==> config.mk <==
export PLATFORM = sky130hd
export DESIGN_NAME = commit_monitor
export DESIGN_NICKNAME = d
export VERILOG_FILES = /design/src/rtl/commit_mon_pkg.sv /design/src/rtl/commit_prefix_count.sv /design/src/rtl/commit_monitor.sv
export SDC_FILE = /design/constraint.sdc
export NUM_CORES = 1
export LEC_CHECK = 0
export CORE_UTILIZATION = 30
export CTS_CLUSTER_DIAMETER = 50
export CTS_CLUSTER_SIZE = 40
export DETAILED_ROUTE_END_ITERATION = 8
export HOLD_SLACK_MARGIN = 0.12
export PLACE_DENSITY = 0.68
export SLEW_MARGIN = 20
export SYNTH_ARGS = -nofsm -noshare
export SYNTH_HDL_FRONTEND = slang
export SYNTH_SLANG_ARGS = --single-unit
==> constraint.sdc <==
create_clock -name clk -period 3.7 [get_ports clk]
set_clock_uncertainty 0.2 [all_clocks]
set_input_delay 0.555 -clock clk [delete_from_list [all_inputs] [get_ports clk]]
set_output_delay 0.555 -clock clk [all_outputs]
set_load 0.05 [all_outputs]
==> src/rtl/commit_mon_pkg.sv <==
// commit_mon_pkg: state encoding and small helpers shared by the commit monitor blocks
package commit_mon_pkg;

    localparam int MAX_CHANNELS = 8;
    localparam int SLOT_CNT_W   = 4;

    typedef enum logic [1:0] {
        RUN,
        HALT_PEND,
        HALTED,
        TIMED_OUT
    } cm_state_e;

    // Counts the set bits among the lowest `width` positions of `bits`.
    function automatic logic [SLOT_CNT_W-1:0] popcount(input logic [MAX_CHANNELS-1:0] bits, input int width);
        logic [SLOT_CNT_W-1:0] n;
        n = '0;
        for (int i = 0; i < MAX_CHANNELS; i++)
            if (i < width) n = n + SLOT_CNT_W'(bits[i]);
        return n;
    endfunction

    function automatic int cnt_width(input int limit);
        return (limit <= 2) ? 1 : $clog2(limit);
    endfunction

endpackage

==> src/rtl/commit_prefix_count.sv <==
// commit_prefix_count: per-slot exclusive count of valid lower slots, plus the group total
module commit_prefix_count
    import commit_mon_pkg::*;
#(
    parameter int CHANNELS = 2
) (
    input  logic [CHANNELS-1:0]            valid,
    output logic [CHANNELS*SLOT_CNT_W-1:0] prefix,
    output logic [SLOT_CNT_W-1:0]          total
);

    logic [MAX_CHANNELS-1:0] bits;

    assign bits  = MAX_CHANNELS'(valid);
    assign total = popcount(bits, CHANNELS);

    for (genvar i = 0; i < CHANNELS; i++) begin : g_slot
        assign prefix[i*SLOT_CNT_W +: SLOT_CNT_W] = popcount(bits, i);
    end

endmodule

==> src/rtl/commit_monitor.sv <==
// commit_monitor: numbers retiring instructions, detects the self-loop halt idiom,
// and flags commit stalls and malformed commit groups.
module commit_monitor
    import commit_mon_pkg::*;
#(
    parameter int CHANNELS   = 2,
    parameter int XLEN       = 32,
    parameter int ORDER_W    = 64,
    parameter int HALT_DELAY = 2,
    parameter int TIMEOUT    = 100000
) (
    input  logic                        clk,
    input  logic                        rst,
    input  logic [CHANNELS-1:0]         commit_valid,
    input  logic [CHANNELS*XLEN-1:0]    commit_pc_rdata,
    input  logic [CHANNELS*XLEN-1:0]    commit_pc_wdata,
    output logic [CHANNELS*ORDER_W-1:0] commit_order,
    output logic [ORDER_W-1:0]          order_count,
    output logic                        halt,
    output logic                        timeout,
    output logic                        order_error
);

    localparam int IDLE_W  = cnt_width(TIMEOUT);
    localparam int DELAY_W = cnt_width(HALT_DELAY);
    localparam logic [IDLE_W-1:0]  IDLE_LAST  = IDLE_W'(TIMEOUT - 1);
    localparam logic [DELAY_W-1:0] DELAY_LOAD = DELAY_W'(HALT_DELAY - 1);

    cm_state_e                      state, state_next;
    logic [IDLE_W-1:0]              idle_cnt, idle_next;
    logic [DELAY_W-1:0]             delay_cnt, delay_next;
    logic [ORDER_W-1:0]             order_next;
    logic [CHANNELS*SLOT_CNT_W-1:0] prefix;
    logic [SLOT_CNT_W-1:0]          total;
    logic [CHANNELS:0]              valid_ext;
    logic                           any_commit, contiguous, detect, counting, error_next;

    commit_prefix_count #(.CHANNELS(CHANNELS)) u_prefix (
        .valid  (commit_valid),
        .prefix (prefix),
        .total  (total)
    );

    for (genvar i = 0; i < CHANNELS; i++) begin : g_order
        assign commit_order[i*ORDER_W +: ORDER_W] = order_count + ORDER_W'(prefix[i*SLOT_CNT_W +: SLOT_CNT_W]);
    end

    // A legal group is a run of ones from slot 0, so adding one leaves a single set bit.
    assign valid_ext  = {1'b0, commit_valid};
    assign contiguous = (valid_ext & (valid_ext + (CHANNELS+1)'(1))) == '0;
    assign any_commit = |commit_valid;
    assign counting   = (state == RUN) || (state == HALT_PEND);
    assign order_next = counting ? order_count + ORDER_W'(total) : order_count;
    assign error_next = order_error | (counting & ~contiguous);

    always_comb begin
        detect = 1'b0;
        for (int i = 0; i < CHANNELS; i++)
            detect = detect | (commit_valid[i] &&
                     (commit_pc_rdata[i*XLEN +: XLEN] == commit_pc_wdata[i*XLEN +: XLEN]));
    end

    always_comb begin
        state_next = state;
        idle_next  = idle_cnt;
        delay_next = delay_cnt;
        case (state)
            RUN: begin
                idle_next  = any_commit ? '0 : idle_cnt + IDLE_W'(1);
                delay_next = detect ? DELAY_LOAD : delay_cnt;
                if (detect)
                    state_next = HALT_PEND;
                else if (!any_commit && idle_cnt == IDLE_LAST)
                    state_next = TIMED_OUT;
            end
            HALT_PEND: begin
                delay_next = (delay_cnt == '0) ? delay_cnt : delay_cnt - DELAY_W'(1);
                if (delay_cnt == '0)
                    state_next = HALTED;
            end
            default: ;
        endcase
    end

    always_ff @(posedge clk or negedge rst) begin
        if (!rst) begin
            state       <= RUN;
            idle_cnt    <= '0;
            delay_cnt   <= '0;
            order_count <= '0;
            order_error <= 1'b0;
            halt        <= 1'b0;
            timeout     <= 1'b0;
        end else begin
            state       <= state_next;
            idle_cnt    <= idle_next;
            delay_cnt   <= delay_next;
            order_count <= order_next;
            order_error <= error_next;
            halt        <= state_next == HALTED;
            timeout     <= state_next == TIMED_OUT;
        end
    end

endmodule

==> impl_metrics.json <==
{
  "status": "finished, final reports clean",
  "dpl.cell_count": 1294,
  "instances_no_fill": 1313,
  "gr-total-overflow": 0,
  "drt-initial-drc-count": 320,
  "arrival_ns": 2.77,
  "synth.avg_cell_area_um2": 8.874,
  "drv_cap": 0,
  "yosysTopAreaCellShare": 0.3333,
  "worstSetupPathType": "flop to output pin",
  "wl_per_cell_um": 17.72,
  "yosysMostFrequentCell": "xor2_1",
  "h-tree-depth": 3,
  "tns_ns": 0,
  "cp_slowest_cell": "dfrtp_1",
  "grt_pass1_vias": 6370,
  "max_stage_delay_ns": 0.56,
  "hold-path-endpoint": "order_error$_DFF_PN0_",
  "die_w_um": 149.6,
  "slew_headroom": 0.4821,
  "fin_nets": 1173,
  "end_kind": "output pin",
  "die_area_mm2": 0.02237,
  "rr_worst_depth": 9,
  "setup-violations-final": 0,
  "cp_num_buf_inv": 1,
  "syn-cell-area_mm2": 0.006531,
  "start_util": 0.3087,
  "cp_max_fo": 8,
  "clkLatencyLatePin_ns": 0.35,
  "cts_buffers": 9,
  "grtUsageTotal": 0.2142,
  "cts_sinks": 87,
  "start_kind": "flop",
  "fmax_mhz": 283.9,
  "p_leak_nw": 4.691,
  "synth_nets": 877,
  "area_delta_synth_final_pct": 68.87,
  "yosysTopAreaCell": "dfrtp_1",
  "cts-root-buf": "clkbuf_16",
  "ys_types": 47,
  "grt_setup_unrepaired": "no",
  "synth-seq-cells": 87,
  "dr.pass1.iters": 4,
  "reg2reg_slack_ns": 0.97,
  "vias": 6341,
  "dp_hpwl_um": 19020,
  "routed_wl_um": 23270,
  "drtAntennaViolNets": 0,
  "antenna_found_initial": 1,
  "die_h_um": 149.6,
  "powerDensity_mw_per_mm2": 305.1,
  "r2r-start": "order_count[0]$_DFFE_PN0N_",
  "via_per_inst": 4.829,
  "fin_crit_sh": 0.9518,
  "place_congestion": 0.8356,
  "num_io_pins": 327,
  "io_buffers": 326,
  "slew_viol_final": 0,
  "synthArstFlopShare": 1.000,
  "clkTransAtPathRegs_ns": 0.07,
  "yosys_warnings": 0,
  "drc": 0,
  "synthCells": 736,
  "reg2reg_to": "order_count[44]$_DFFE_PN0N_",
  "synth_edf_count": 0,
  "setup.worst_path.start": "order_count[31]$_DFFE_PN0N_",
  "ys_top_cells_by_area": "dfrtp_1 (33%), xor2_1 (16%), xnor2_1 (11%)",
  "hold_viol": 0,
  "fin_crit_ns": 3.522,
  "core_area_mm2": 0.02115,
  "critical_path_required_ns": 2.94,
  "drive_gt1_frac": 0.1794,
  "grt_pass1_wl_um": 36300,
  "hold_path_startpoint": "order_error$_DFF_PN0_",
  "tightest_slew_ns": 0.7739,
  "synth_top_flop_cell": "dfrtp_1",
  "ir_drop_v": 0.0003186,
  "synth_common_cells": "xor2_1 (119), dfrtp_1 (87), xnor2_1 (81), nor2_1 (76), nand2_1 (68)",
  "path_delay_family": "simple AND/OR/NAND/NOR gates",
  "cts_buffer_depth": 2,
  "rows": 53,
  "seq_area_frac_synth": 0.3333,
  "fillers": 1935,
  "path_cells": "and4_1 -> and3_1 -> nand3_1 -> or4_1 -> nor2_1 -> xor2_1 -> buf_12",
  "min_path_cells": 1,
  "hold_class": "flop to flop",
  "grt_max_degree": 51,
  "cts_tree": "yes"
}
worst register-to-register path, cell delays in order (launching register included):
cell      delay (ns)
dfrtp_1         0.40
buf_4           0.15
ha_1            0.19
fa_1            0.22
nand3b_1        0.17
nor4_2          0.29
nand2_1         0.12
or3_1           0.51
nor2_1          0.22
xor2_1          0.18
logic make-up (layout without fill, tap and decap cells):
family,count (synthesis),after routing,synth area share
adders and majority gates,9,9,0.01839
xor gates and xnor gates,200,200,0.2682
buffers and inverters,95,396,0.09444
muxes,2,2,0.003448
other,0,1,0
and+or+nand+nor,329,329,0.2674
DFF,87,87,0.3333
AOI/OAI and AO/OA,14,14,0.01475
timing repair:
item / 4_1_cts / 5_1_grt
setup buffers: 0 / 1
endpoints found under the setup margin: 28 / 34
hold buffers: 1 / 0
pin swaps: 4 / 7
hold endpoints to repair: 48 / 0
resized for setup: 16 / 17
stage by stage:
step	setup WS [ns]	utilization	power, mW	hold WS (ns)	instance area (um2)
floorplan	0.007936	-	1.885	0.05941	6621
global placement	-0.1387	0.4993	2.403	0.2459	10560
detailed placement	-0.1873	0.4993	2.408	0.2475	10560
CTS	0.007071	0.5179	3.376	0.2655	10960
global route	0.008076	0.5214	3.499	0.2893	11030
finish	0.1782	0.5214	3.365	0.2670	11030
how the worst max path moves through the flow:
stage,to,slack [ns],depth (start not counted)
2_1_floorplan,commit_order[110],0.008,9
3_3_place_gp,commit_order[120],-0.14,11
3_5_place_dp,commit_order[120],-0.19,11
4_1_cts,commit_order[102],0.007,11
5_1_grt,commit_order[124],0.008,8
6_report,commit_order[115],0.18,7
where the power goes:
group          switching [mW]  leakage (nW)  internal, mW
Combinational           0.770          3.36         0.542
Clock                   0.425         0.144         0.532
Sequential              0.102          1.18         0.993
final cells by class:
type                       instances  area, um2  share of cell area
antenna                            1      2.502           0.0002269
clock buffer                       9      225.2             0.02042
clock inverter                     7      78.83            0.007147
inverter                           6      22.52            0.002042
multi-input combinational        554       3955              0.3586
sequential                        87       2182              0.1978
tap                              275      344.1             0.03120
timing repair buffer             374       4219              0.3825
layout by cell type (no fill, tap or decap), types with 3 or more instances in the layout:
cell type	instances
clkdlybuf4s50_1	263
xor2_1	110
dfrtp_1	83
xnor2_1	78
nor2_1	70
nand2_1	67
buf_12	59
buf_4	48
nand3_1	42
nand4_1	29
nor3_1	23
and3_1	16
nor4_1	16
xor2_2	9
clkbuf_16	9
or2_2	8
and4_1	7
inv_1	6
or3_1	6
ha_1	6
nor3_2	5
nor2_2	5
nor4_2	5
dfrtp_2	4
nor4_4	3
nand2b_1	3
o21ai_0	3
per-layer routing:
metal / GRT usage / wire, um
met1: 0.2420 / 8777
met2: 0.3956 / 12560
met3: 0.04543 / 1511
met4: 0.07041 / 421
met5: 0 / 0
state kept, by name (all words and copies together), names as in the netlist, named ones only:
register and cells:
delay_cnt 1, halt 1, idle_cnt 17, order_count 64, order_error 1, state 1
timeout 1
(Power assumes the default switching activity.)
